**config.mk**
```make
export PLATFORM = sky130hd
export DESIGN_NAME = wb_commit_stage
export DESIGN_NICKNAME = d
export VERILOG_FILES = /design/src/rtl/wb_commit_stage_pkg.sv /design/src/rtl/wb_commit_stage_cond.sv /design/src/rtl/wb_commit_stage.sv
export SDC_FILE = /design/constraint.sdc
export NUM_CORES = 1
export LEC_CHECK = 0
export BUFFER_PORTS_ARGS = -buffer_cell sky130_fd_sc_hd__buf_2
export CAP_MARGIN = 40
export CORE_MARGIN = 10
export CORE_UTILIZATION = 35
export CTS_CLUSTER_DIAMETER = 30
export CTS_CLUSTER_SIZE = 25
export DETAILED_ROUTE_END_ITERATION = 8
export GPL_ROUTABILITY_DRIVEN = 0
export SLEW_MARGIN = 40
export SYNTH_ARGS = -nofsm -noshare
export SYNTH_HDL_FRONTEND = slang
export SYNTH_SLANG_ARGS = --single-unit
```
**constraint.sdc**
```tcl
create_clock -name clk -period 22.5 [get_ports clk]
set_input_delay 2.25 -clock clk [delete_from_list [all_inputs] [get_ports clk]]
set_output_delay 2.25 -clock clk [all_outputs]
set_load 0.05 [all_outputs]
```
**src/rtl/wb_commit_stage_pkg.sv**
```systemverilog
// Shared types for the write-back/commit stage: branch conditions, flags, lane records
// and the output buffer state encoding.
package wb_commit_stage_pkg;

  localparam int unsigned PkgXlen  = 32;
  localparam int unsigned PkgRegAw = 5;

  typedef enum logic [2:0] {
    CondZero     = 3'd0,
    CondNotZero  = 3'd1,
    CondCarry    = 3'd2,
    CondNotCarry = 3'd3,
    CondNever    = 3'd4,
    CondAlways   = 3'd5
  } cond_e;

  typedef struct packed {
    logic zero;
    logic carry;
  } flags_t;

  typedef struct packed {
    logic                valid;
    logic [PkgXlen-1:0]  pc;
    logic [PkgXlen-1:0]  branch;
    cond_e               cond;
    flags_t              flags;
    logic                wback;
    logic [PkgRegAw-1:0] wreg;
    logic [PkgXlen-1:0]  wdata;
  } wb_lane_t;

  typedef struct packed {
    logic                valid;
    logic                wback;
    logic [PkgRegAw-1:0] wreg;
    logic [PkgXlen-1:0]  wdata;
  } wb_commit_t;

  typedef enum logic [1:0] {
    StEmpty = 2'd0,
    StFull1 = 2'd1,
    StFull2 = 2'd2
  } buf_state_e;

endpackage

```
**src/rtl/wb_commit_stage_cond.sv**
```systemverilog
// Per-lane branch resolution: picks branch or fall-through PC from cond and flags.
// Illegal cond encodings resolve to target 0 and count as taken.
module wb_cond_resolve
  import wb_commit_stage_pkg::*;
#(
  parameter int unsigned XLEN = PkgXlen
) (
  input  cond_e            cond,
  input  flags_t           flags,
  input  logic [XLEN-1:0]  pc,
  input  logic [XLEN-1:0]  branch,
  output logic [XLEN-1:0]  target,
  output logic             taken
);

  logic sel;
  logic legal;

  always_comb begin
    sel   = 1'b0;
    legal = 1'b1;
    case (cond)
      CondZero:     sel = flags.zero;
      CondNotZero:  sel = !flags.zero;
      CondCarry:    sel = flags.carry;
      CondNotCarry: sel = !flags.carry;
      CondNever:    sel = 1'b0;
      CondAlways:   sel = 1'b1;
      default:      legal = 1'b0;
    endcase
    taken  = sel || !legal;
    target = !legal ? '0 : (sel ? branch : pc);
  end

endmodule

```
**src/rtl/wb_commit_stage.sv**
```systemverilog
// Multi-lane commit stage: in-order commit up to the first taken branch, one-cycle redirect,
// and a main+skid output buffer. Define WB_RETIRE_CNT_EN to add the 64-bit retire_count port.
module wb_commit_stage
  import wb_commit_stage_pkg::*;
#(
  parameter int unsigned XLEN   = PkgXlen,
  parameter int unsigned LANES  = 2,
  parameter int unsigned REG_AW = PkgRegAw
) (
  input  logic                    clk,
  input  logic                    rst,
  input  logic                    in_valid,
  output logic                    in_ready,
  input  wb_lane_t [LANES-1:0]    in_lane,
  output logic                    out_valid,
  input  logic                    out_ready,
  output wb_commit_t [LANES-1:0]  out_lane,
  output logic [XLEN-1:0]         commit_pc,
  output logic                    redirect_valid,
  output logic [XLEN-1:0]         redirect_pc
`ifdef WB_RETIRE_CNT_EN
  ,
  output logic [63:0]             retire_count
`endif
);

  logic [LANES-1:0][XLEN-1:0] target;
  logic [LANES-1:0]           taken;

  for (genvar i = 0; i < LANES; i++) begin : g_lane
    wb_cond_resolve #(
      .XLEN (XLEN)
    ) u_resolve (
      .cond   (in_lane[i].cond),
      .flags  (in_lane[i].flags),
      .pc     (in_lane[i].pc),
      .branch (in_lane[i].branch),
      .target (target[i]),
      .taken  (taken[i])
    );
  end

  wb_commit_t [LANES-1:0] beat_lane;
  logic [XLEN-1:0]        beat_pc;
  logic                   kill_found;
  logic [XLEN-1:0]        kill_pc;
  logic [XLEN-1:0]        last_pc_q;

  // A beat with no committed lane inherits the PC of the most recently buffered beat.
  always_comb begin
    kill_found = 1'b0;
    kill_pc    = '0;
    beat_pc    = last_pc_q;
    for (int i = 0; i < LANES; i++) begin
      beat_lane[i].valid = in_lane[i].valid && !kill_found;
      beat_lane[i].wback = in_lane[i].wback;
      beat_lane[i].wreg  = in_lane[i].wreg[REG_AW-1:0];
      beat_lane[i].wdata = in_lane[i].wdata;
      if (beat_lane[i].valid) beat_pc = target[i];
      if (in_lane[i].valid && taken[i] && !kill_found) begin
        kill_found = 1'b1;
        kill_pc    = target[i];
      end
    end
  end

  buf_state_e state_q, state_d;
  logic       take;
  logic       load_main;
  logic       load_skid;
  logic       skid_to_main;

  always_ff @(posedge clk or posedge rst) begin
    if (rst) state_q <= StEmpty;
    else     state_q <= state_d;
  end

  always_comb begin
    state_d = state_q;
    case (state_q)
      StEmpty: if (take) state_d = StFull1;
      StFull1: begin
        if (take && !out_ready)      state_d = StFull2;
        else if (!take && out_ready) state_d = StEmpty;
      end
      StFull2: if (out_ready) state_d = StFull1;
      default: state_d = StEmpty;
    endcase
  end

  // Beats accepted while a redirect is pulsing are wrong-path and never buffered.
  always_comb begin
    in_ready     = (state_q != StFull2) && !rst;
    out_valid    = (state_q != StEmpty);
    take         = in_valid && in_ready && !redirect_valid;
    load_main    = take && ((state_q == StEmpty) || ((state_q == StFull1) && out_ready));
    load_skid    = take && (state_q == StFull1) && !out_ready;
    skid_to_main = (state_q == StFull2) && out_ready;
  end

  wb_commit_t [LANES-1:0] main_lane_q, skid_lane_q;
  logic [XLEN-1:0]        main_pc_q, skid_pc_q;

  always_ff @(posedge clk or posedge rst) begin
    if (rst) begin
      main_lane_q    <= '0;
      main_pc_q      <= '0;
      skid_lane_q    <= '0;
      skid_pc_q      <= '0;
      last_pc_q      <= '0;
      redirect_valid <= 1'b0;
      redirect_pc    <= '0;
    end else begin
      if (load_main) begin
        main_lane_q <= beat_lane;
        main_pc_q   <= beat_pc;
      end else if (skid_to_main) begin
        main_lane_q <= skid_lane_q;
        main_pc_q   <= skid_pc_q;
      end
      if (load_skid) begin
        skid_lane_q <= beat_lane;
        skid_pc_q   <= beat_pc;
      end
      if (take) last_pc_q <= beat_pc;
      redirect_valid <= take && kill_found;
      if (take && kill_found) redirect_pc <= kill_pc;
    end
  end

  assign out_lane  = main_lane_q;
  assign commit_pc = main_pc_q;

`ifdef WB_RETIRE_CNT_EN
  logic [63:0] retire_inc;

  always_comb begin
    retire_inc = '0;
    for (int i = 0; i < LANES; i++) retire_inc = retire_inc + 64'(main_lane_q[i].valid);
  end

  always_ff @(posedge clk or posedge rst) begin
    if (rst)                         retire_count <= '0;
    else if (out_valid && out_ready) retire_count <= retire_count + retire_inc;
  end
`endif

endmodule

```
==> summary.md, run 1 <==
| Metric | Value |
|---|---|
| Design Area, Final | `between 0.015 and 0.02 mm^2` |
| Async SR Flop Fraction | `100.0%` |
| Period utilization | `22.56%` |
| Layout cell share with drive strength beyond 1 | `about 41%` |
| Clock slew at reported path FFs | `~0.040 ns` |
| Worst Path Max Fanout | `2` |
| Die height | `212.9 um` |
| DP Area | `approximately 0.015 mm^2` |
| RSZ-0062 raised after global routing | `false` |
| Final hold viol count | `0` |
| Max Used Layer | `met5` |
| Vias/cell | `5.339` |
| Number of CTS-inserted buffers | `71` |
| Ys flop type | `dfrtp_1` |
| Clock Latency Late Sink | `approximately 0.57 ns` |
| CP Cell Sequence | `buf_2 -> nor2_1 -> buf_2` |
| Final min period | `between 5 and 6 ns` |
| Largest area contributor in the netlist | `dfrtp_1` |
| Pre-CTS WS | `17.42 ns` |
| Met2 WL | `21160 um` |
| Syn Std Cell Area | `0.01302 mm^2` |
| Finish-stage setup viols | `0` |
| Commonest cells after routing, fill and taps aside | `364 x buf_2, 287 x dfrtp_1, 263 x nand2_1` |
| DPL Wire Length | `between 30000 and 40000 um` |
| CP Launch Type | `primary input` |
| DRC viols | `0` |
| Fin. max-slew vios | `0` |
| Worst R2R Setup Slack | `19.02 ns` |
| Core Rows | `70` |
| Static Leak | `around 8.4 nW` |
| DR WL met3 | `3449 um` |
| CP required | `slightly above 20 ns` |
| Relative slew slack | `between 30% and 40%` |
| Crit-path most repeated cell | `buf_2` |
| CORE AREA | `~0.037 mm^2` |
| R2r worst-path depth | `10` |
| Post-synthesis sequential area ratio | `approximately 55%` |
| Multi-input gate area in the final layout | `approximately 0.0054 mm^2` |
| Area contributors post-synth | `dfrtp_1 55%, mux2_2 10%, nand2_1 7.6%, a22oi_1 5.0%, a31oi_1 2.2%` |
| Critical path class | `primary input to output port` |
| Post-Synthesis Cells | `about 1200` |
| Max_cap viols | `0` |
| Cell variety after synth | `54` |
| Total congestion overflow | `0` |
| Hold Crit Endpoint | `out_lane[51]` |
| Largest net degree at the start of global routing | `approximately 130` |
| Pwr Total | `approximately 2.5 mW` |
| Avg Cell Area, Syn | `10.74 um^2` |
| Area share of the largest cell type after synthesis | `55.16%` |
| Final WL | `44940 um` |
| Hold_buf cts | `0` |
| Max Freq | `between 150 and 200 MHz` |
| Most common cell after layout, fill and taps aside | `buf_2` |
| Critical-path top delay cell | `buf_2` |
| CTS tree | `yes` |
| Power density cells | `between 100 and 150 mW/mm^2` |
| Number of synthesized flops with an enable pin | `0` |
| Worst setup EP type | `output port` |
| Layout Utilization | `48.59%` |
| Port Buffer Count | `about 360` |
| Worst reg2reg path startpoint | `state_q[1]` |
| RR Endpoint | `out_lane[8]` |
| Min-Delay Startpoint | `skid_lane_q[51]` |
| Hold Path Depth | `2` |
| Ports | `around 370` |
| Syn_nets | `1433` |
| Initial Util | `a little over a third` |
| Worst clock skew | `0.02368 ns` |
| Initial antenna violation count | `6` |
| Via count | `between 10000 and 15000` |
| Layout fillers | `around 3300` |
| Final net count | `roughly 1800` |
| Synth warnings | `0` |
| Status | `finished clean` |
| Final hold slack | `around 0.46 ns` |
| Setup bufs post-CTS | `0` |
| Die Wd | `approximately 210 um` |
| Non-filler cells, final | `2105` |
| First-pass GRT wire length | `~68000 um` |
| First DRT Iteration DRCs | `807` |
| CP arrival | `~2.8 ns` |
| Worst path max stage delay | `~0.29 ns` |
| Die area | `0.04531 mm^2` |
| Syn-to-layout area delta | `36.95%` |
| Maximum vdd drop | `around 0.000067 V` |
| Final worst setup slack | `approximately 17 ns` |
| Storage element area | `between 0.007 and 0.008 mm^2` |
| TNS Setup | `0 ns` |
| DR pass1 iterations | `5` |
| # clock sinks | `around 290` |
| Met1 Wirelength | `around 19000 um` |
| Post_cts resized | `0` |
| Slew @ Worst Pin | `0.9024 ns` |
| CTS H-tree depth | `3` |
| Overall Global Routing Usage | `19.09%` |
| Flops & latches, synth | `287` |
| WL/cell | `around 21 um` |
| Detail Route Antenna Nets | `0` |
| Dpl cells | `1970` |
| Root buffer cell | `clkbuf_16` |
| CTS max path bufs | `3` |
| HP Class | `flip-flop to flip-flop` |
| Vias in the first global route | `approximately 11000` |
## layout make-up
type                       instances  share of cell area, %
inverter                           6                 0.1965
antenna                            5                0.07017
tap                              468                  3.284
sequential                       287                  40.28
timing repair buffer             384                  11.37
clock inverter                    37                  3.073
clock buffer                      93                  11.34
multi-input combinational        825                  30.38
## cell families after synthesis
family,count (synthesis),synth area share (%)
buffers and inverters,100,3.642
adder cells (fa/ha/maj),1,0.09608
XOR/XNOR,3,0.2018
multiplexers,116,10.03
flip-flops,287,55.16
AND/OR/NAND/NOR,383,12.17
AO/OA/AOI/OAI,322,18.70
## report_power, final
group          switching (mW)  internal (mW)
Clock                   0.324          0.750
Sequential             0.0981          0.697
Combinational           0.459          0.201
## worst max-delay path, delay by kind of cell
family | cells | cell delay, ns
buffers and inverters | 2 | 0.44
AND/OR/NAND/NOR | 1 | 0.14
## worst max-delay path by stage
stage	from	end	slack [ns]	cells past startpoint
2_1_floorplan	rst	commit_pc[0]	12.33	1
3_3_place_gp	rst	out_lane[74]	17.26	10
3_5_place_dp	rst	in_ready	17.42	3
4_1_cts	rst	in_ready	17.42	3
5_1_grt	rst	in_ready	17.39	3
6_report	rst	in_ready	17.42	3
## cells in the mapped netlist (8+ instances only)
library cell  number
dfrtp_1          287
a22oi_2           10
o221a_2           11
buf_1              9
a221oi_2           8
buf_2             33
clkbuf_1          44
a22o_1             8
a22oi_1           86
and3_1            21
a222oi_1          10
o21a_1            17
a32oi_1           29
mux2_2           116
o21ai_0           37
a21oi_1           43
nor2_1            67
a31oi_1           46
nand2_1          263
## state kept, by name (all words and copies together), names as in the netlist
register and flops:
skid_pc_q 32, redirect_valid 1, redirect_pc 32, commit_pc 32, out_lane 78, skid_lane_q 78
last_pc_q 32, state_q 2
## per-layer routing
metal | up-vias | global-route usage, %
met3 | 83 | 5.264
met1 | 5547 | 24.39
met4 | 6 | 7.632
li1 | 5155 | -
met2 | 448 | 30.02
met5 | - | 0
(Power assumes the default switching activity.)
==> run 2: changes to the inputs <==
- ABC_AREA: default -> 1
- clock period: 22.5 -> 4.5 ns (I/O delays scaled with it)
==> run 2 against run 1 <==
  * Die area rose by 8.2%
  * Worst hold slack worse by 0.35 ns
  * Clock skew barely moved
  * Cell count increased by 33%
  * Critical path type is now flip-flop to flip-flop
  * Sequential cell count is the same
==> summary.md, run 2 <==
| Metric | Value |
|---|---|
| CP required | `between 4 and 5 ns` |
| Setup bufs post-CTS | `0` |
| Relative slew slack | `between 40% and 50%` |
| Post-synth top cells | `684 x nand2_1, 287 x dfrtp_1, 193 x inv_1, 159 x o21ai_0, 151 x nand3_1` |
| Initial Util | `a little over a third` |
| Vias/cell | `roughly 4.9` |
| Max Freq | `about 380 MHz` |
| Die height | `~220 um` |
| Layout Utilization | `47.95%` |
| Slew @ Worst Pin | `0.7934 ns` |
| Max_cap viols | `0` |
| CTS max path bufs | `3` |
| Hold_buf cts | `0` |
| Die area | `0.04904 mm^2` |
| DP Area | `0.01635 mm^2` |
| Worst setup path startpoint | `state_q[1]` |
| Most common cell in the netlist | `nand2_1` |
| Area share of the largest cell type after synthesis | `50.57%` |
| Most common cell after layout, fill and taps aside | `nand2_1` |
| Syn-to-layout area delta | `34.75%` |
| Layout cell share with drive strength beyond 1 | `approximately a quarter` |
| Static Leak | `9.990 nW` |
| First DRT Iteration DRCs | `between 1000 and 1500` |
| Status | `finished clean` |
| CP Launch Type | `flip-flop` |
| Critical path class | `flip-flop to flip-flop` |
| Commonest cells after routing, fill and taps aside | `682 x nand2_1, 364 x buf_2, 287 x dfrtp_1` |
| Number of CTS-inserted buffers | `76` |
| Via count | `13740` |
| Dpl cells | `about 2700` |
| Area contributors post-synth | `dfrtp_1 51%, nand2_1 18%, o21ai_0 5.6%, nand3_1 5.3%, inv_1 5.1%` |
| Pwr Total | `~15 mW` |
| Power density cells | `about 800 mW/mm^2` |
| CP arrival | `approximately 3.1 ns` |
| Clock slew at reported path FFs | `0.04 ns` |
| Port Buffer Count | `between 300 and 400` |
| CTS H-tree depth | `3` |
| Non-filler cells, final | `2809` |
| Worst Path Max Fanout | `slightly below 80` |
| Period utilization | `slightly below 60%` |
| Worst setup EP type | `flip-flop` |
| Core Rows | `73` |
| Layout fillers | `between 3000 and 4000` |
| Async SR Flop Fraction | `between 90% and 100%` |
| DRC viols | `0` |
| Cell variety after synth | `30` |
| DR pass1 iterations | `5` |
| Final min period | `2.618 ns` |
| DPL Wire Length | `between 30000 and 40000 um` |
| Post-synthesis sequential area ratio | `between 50% and 60%` |
| Finish-stage setup viols | `0` |
| HP Class | `primary input to async pin` |
| Syn_nets | `2101` |
| WL/cell | `17.43 um` |
| Flops & latches, synth | `~290` |
| Largest area contributor in the netlist | `dfrtp_1` |
| Number of synthesized flops with an enable pin | `0` |
| Worst reg2reg path startpoint | `state_q[1]` |
| Total congestion overflow | `0` |
| Inserted Diodes | `0` |
| RSZ-0062 raised after global routing | `false` |
| Vias in the first global route | `13770` |
| Syn Std Cell Area | `0.01420 mm^2` |
| Detail Route Antenna Nets | `0` |
| Design Area, Final | `0.01914 mm^2` |
| Largest net degree at the start of global routing | `147` |
| Avg Cell Area, Syn | `approximately 7.6 um^2` |
| CORE AREA | `about 0.040 mm^2` |
| Final net count | `between 2000 and 2500` |
| Ys flop type | `dfrtp_1` |
| Initial antenna violation count | `2` |
| Overall Global Routing Usage | `approximately a fifth` |
| Maximum vdd drop | `between 0.0003 and 0.0004 V` |
| Worst clock skew | `about 0.023 ns` |
| # clock sinks | `around 290` |
| Post-Synthesis Cells | `around 1900` |
| Fin. max-slew vios | `0` |
| CTS tree | `yes` |
| Final WL | `between 40000 and 50000 um` |
| Post_cts resized | `0` |
| Synth warnings | `0` |
| Root buffer cell | `clkbuf_16` |
| First-pass GRT wire length | `around 77000 um` |
| Clock Latency Late Sink | `between 0.5 and 0.6 ns` |
| Ports | `365` |
| Final hold viol count | `0` |
| Die Wd | `between 200 and 250 um` |
## run 2: changes by cell type after synthesis, sizes merged, moves of 79 or more
cell    before  now
nand2      264  690
inv          6  199
nand3        4  152
o21ai       40  169
mux2       116    0
a22oi       96    0
o211ai       0   79
## run 2: area by class of cell
cell class	count	area [um^2]	area share, %
inverter	199	762.0	3.981
sequential	287	7182	37.53
tap	525	656.9	3.432
timing repair buffer	381	2038	10.65
multi-input combinational	1278	5764	30.12
clock inverter	50	651.9	3.406
clock buffer	89	2083	10.89
## run 2: layer usage
metal  up-vias  GRT usage (%)  part of all wire, %
met1      6425          26.23                   46
met5         -              0                0.039
met3        80          6.235                  8.2
met2       559          28.64                   44
li1       6669              -                    -
met4         4          6.123                  2.2
## run 2: per-stage QoR
step                      setup WS, ns  TNS, ns  hold WS, ns
after floorplan                 -1.719  -439.80       0.4492
after global placement           1.425        0       0.4610
after detailed placement         1.562        0       0.4592
after CTS                        1.876        0      0.07838
after global routing             1.692        0       0.1049
final                            1.882        0       0.1117
## run 2: final timing paths
path / end / slack, ns / cells past startpoint
setup / recovery: commit_pc[15] / 1.88 / 10
hold / removal: commit_pc[18] / 0.11 / 3
setup reg to reg: commit_pc[15] / 1.88 / 10
hold reg to reg: commit_pc[18] / 0.47 / 2
max in group asynchronous: skid_lane_q[28] / 2.81 / 6
min in group clk: skid_lane_q[21] / 0.11 / 3
## run 2: cells by family after synthesis
kind of cell             after synthesis  share of synthesized area, %
AND/OR/NAND/NOR                     1001                         28.79
buffers and inverters                315                         9.118
flip-flops                           287                         50.57
AO/OA/AOI/OAI                        276                         11.44
adder cells (fa/ha/maj)                1                       0.08808
## run 2: worst max-delay path, cell delays in order, from the launching register on
cell	delay [ns]
dfrtp_1	0.45
nand2_1	0.10
nand2_1	0.11
inv_4	0.05
nand2_4	0.20
nor3_4	0.07
nor2_4	0.54
buf_6	0.56
a22o_1	0.22
inv_1	0.04
nand2_1	0.06
## run 2: power breakdown
group / internal, mW / switching (mW) / leakage (nW)
Sequential: 3.74 / 0.539 / 3.53
Clock: 4.04 / 1.67 / 1.35
Combinational: 1.26 / 3.89 / 5.11
Total: 9.04 / 6.10 / 9.99
==> run 3: changes to the inputs <==
- clock period: 4.5 -> 2.5 ns (I/O delays scaled with it)
==> run 3 against run 2 <==
  * Non-clock buffer count up 93
  * Critical path type unchanged
  * Register-to-register slack worse by 1.7 ns
  * Highest routed layer unchanged
  * Routed wire length up 1.3%
  * Global-route usage up 0.29 points
  * Clock skew about the same
  * Via count up 1.8%
  * Worst setup slack worse by 1.7 ns
  * Critical path depth down 2
  * Die area unchanged
  * Sequential cell count unchanged
  * Power up 79%
==> summary.md, run 3 (synthesis gave the netlist of run 2 again) <==
| Metric | Value |
|---|---|
| Pwr Total | `around 27 mW` |
| Critical-path top delay cell | `clkbuf_16` |
| Worst setup EP type | `flip-flop` |
| Syn-to-layout area delta | `40.88%` |
| Commonest cells after routing, fill and taps aside | `683 x nand2_1, 364 x buf_2, 287 x dfrtp_1` |
| Initial Util | `around 36%` |
| Detail Route Antenna Nets | `0` |
| Via count | `between 10000 and 15000` |
| Status | `finished clean` |
| First-pass GRT wire length | `about 79000 um` |
| Finish-stage setup viols | `0` |
| Max Freq | `434.3 MHz` |
| Most common cell after layout, fill and taps aside | `nand2_1` |
| Final min period | `between 2 and 2.5 ns` |
| Worst clock skew | `around 0.023 ns` |
| Clock slew at reported path FFs | `0.05 ns` |
| Top delay family on crit path | `buffers and inverters` |
| Clock Latency Late Sink | `roughly 0.6 ns` |
| Slew @ Worst Pin | `0.7791 ns` |
| Worst path bufs/invs | `2` |
| DP Area | `0.01653 mm^2` |
| Fin. max-slew vios | `0` |
| CP Launch Type | `flip-flop` |
| Die Wd | `roughly 220 um` |
| RR Endpoint | `commit_pc[5]` |
| R2r worst-path depth | `8` |
| Ports | `~370` |
| Critical Path Stages | `8` |
| Layout cell share with drive strength beyond 1 | `between 20% and 30%` |
| Period utilization | `between 90% and 100%` |
| Root buffer cell | `clkbuf_16` |
| HP Class | `primary input to flip-flop` |
| Crit-path most repeated cell | `nand2_1` |
| First DRT Iteration DRCs | `1253` |
| Hold Path Depth | `5` |
| Port Buffer Count | `around 360` |
| Pre-CTS WS | `between 0.15 and 0.2 ns` |
| Critical path class | `flip-flop to flip-flop` |
| Initial antenna violation count | `2` |
| Final net count | `~2500` |
| DPL Wire Length | `roughly 34000 um` |
| Die height | `roughly 220 um` |
| Worst reg2reg path startpoint | `redirect_valid` |
| Worst R2R Setup Slack | `0.20 ns` |
| CP required | `3.02 ns` |
| Final WL | `slightly below 50000 um` |
| Overall Global Routing Usage | `19.63%` |
| Number of CTS-inserted buffers | `74` |
| DRC viols | `0` |
| Largest net degree at the start of global routing | `about 150` |
| CP arrival | `2.82 ns` |
| Worst Path Max Fanout | `110` |
| Relative slew slack | `a little under half` |
| CTS tree | `yes` |
| Power density cells | `approximately 1400 mW/mm^2` |
| Hold Crit Endpoint | `redirect_pc[14]` |
| Core Rows | `73` |
| Total congestion overflow | `0` |
| Design Area, Final | `roughly 0.020 mm^2` |
| CORE AREA | `around 0.04 mm^2` |
| Final hold viol count | `0` |
| Vias/cell | `~4.8` |
| DR pass1 iterations | `6` |
| Worst path max stage delay | `roughly 0.5 ns` |
| Static Leak | `between 10 and 15 nW` |
| CTS max path bufs | `3` |
| CTS H-tree depth | `3` |
| Vias in the first global route | `approximately 14000` |
| CP Cell Sequence | `nor2_1 -> nand2_4 -> nor3_4 -> clkbuf_16 -> inv_2 -> o21ai_0 -> nand2_1 -> nand2_1` |
| Max_cap viols | `0` |
| Min-Delay Startpoint | `in_lane[57]` |
| Final worst setup slack | `between 0.15 and 0.2 ns` |
| # clock sinks | `around 290` |
| WL/cell | `17.11 um` |
| RSZ-0062 raised after global routing | `false` |
| Maximum vdd drop | `0.0008136 V` |
| Die area | `between 0.04 and 0.05 mm^2` |
[run 3: changes by cell type in the layout (fill, tap and decap cells not counted), sizes merged]
cell	previous run	this run
diode	0	1
clkinv	29	20
dlygate4sd3	0	77
bufinv	13	11
clkbuf	89	97
buf	381	396
[run 3: worst max-delay path by stage]
stage,from,to,slack [ns]
detailed placement,redirect_valid,commit_pc[27],0.18
global route,state_q[1],out_lane[59],0.02
global placement,redirect_valid,commit_pc[27],0.25
floorplan,rst,state_q[1],-3.52
finish,redirect_valid,commit_pc[5],0.20
CTS,redirect_valid,commit_pc[6],0.16
[run 3: per-stage QoR]
stage	instances	hold WS, ns	util (%)	setup TNS, ns
6_report	2899	0.04547	50.13	0
5_1_grt	2899	0.02550	50.13	0
4_1_cts	2896	0.004879	49.97	0
3_5_place_dp	2684	0.4103	41.41	0
3_3_place_gp	2684	0.4109	41.41	0
2_1_floorplan	1880	0.3710	-	-1406.97
[run 3: per-layer routing]
layer / track usage (%) / vias to the layer above / share of wire, %
li1: - / 6853 / -
met1: 25.40 / 6536 / 44
met2: 29.79 / 527 / 44
met3: 7.764 / 71 / 9.5
met4: 5.532 / 2 / 1.9
met5: 0 / - / 0.022
[run 3: report_power, final]
part	total [mW]	internal [mW]	switching, mW	leakage [nW]
Sequential	7.72	6.73	0.994	3.53
Clock	9.97	6.97	3.00	1.29
Combinational	9.41	2.38	7.04	5.52
Total	27.1	16.1	11.0	10.3
[run 3: final cells by class]
type                            instances  area [um^2]
Clock buffer                           96         2064
Antenna cell                            1        2.502
Timing Repair Buffer                  474         2998
Clock inverter                         39        580.6
Inverter                              199        762.0
Tap cell                              525        656.9
Sequential cell                       287         7182
Multi-Input combinational cell       1278         5762
Fill cell                            3785        19910
[run 3: timing repair]
item                       in CTS  in global routing
setup endpoints to repair       0                  1
hold endpoints to repair      159                  0
gates resized for setup         0                  1
hold buffers                   77                  0
setup buffers                   0                  0
[run 3: worst min-delay path, stage by stage]
cell and delay [ns]:
buf_2 0.09, nand3_1 0.07, nand3_1 0.08, nor2_1 0.04, nor2_1 0.07
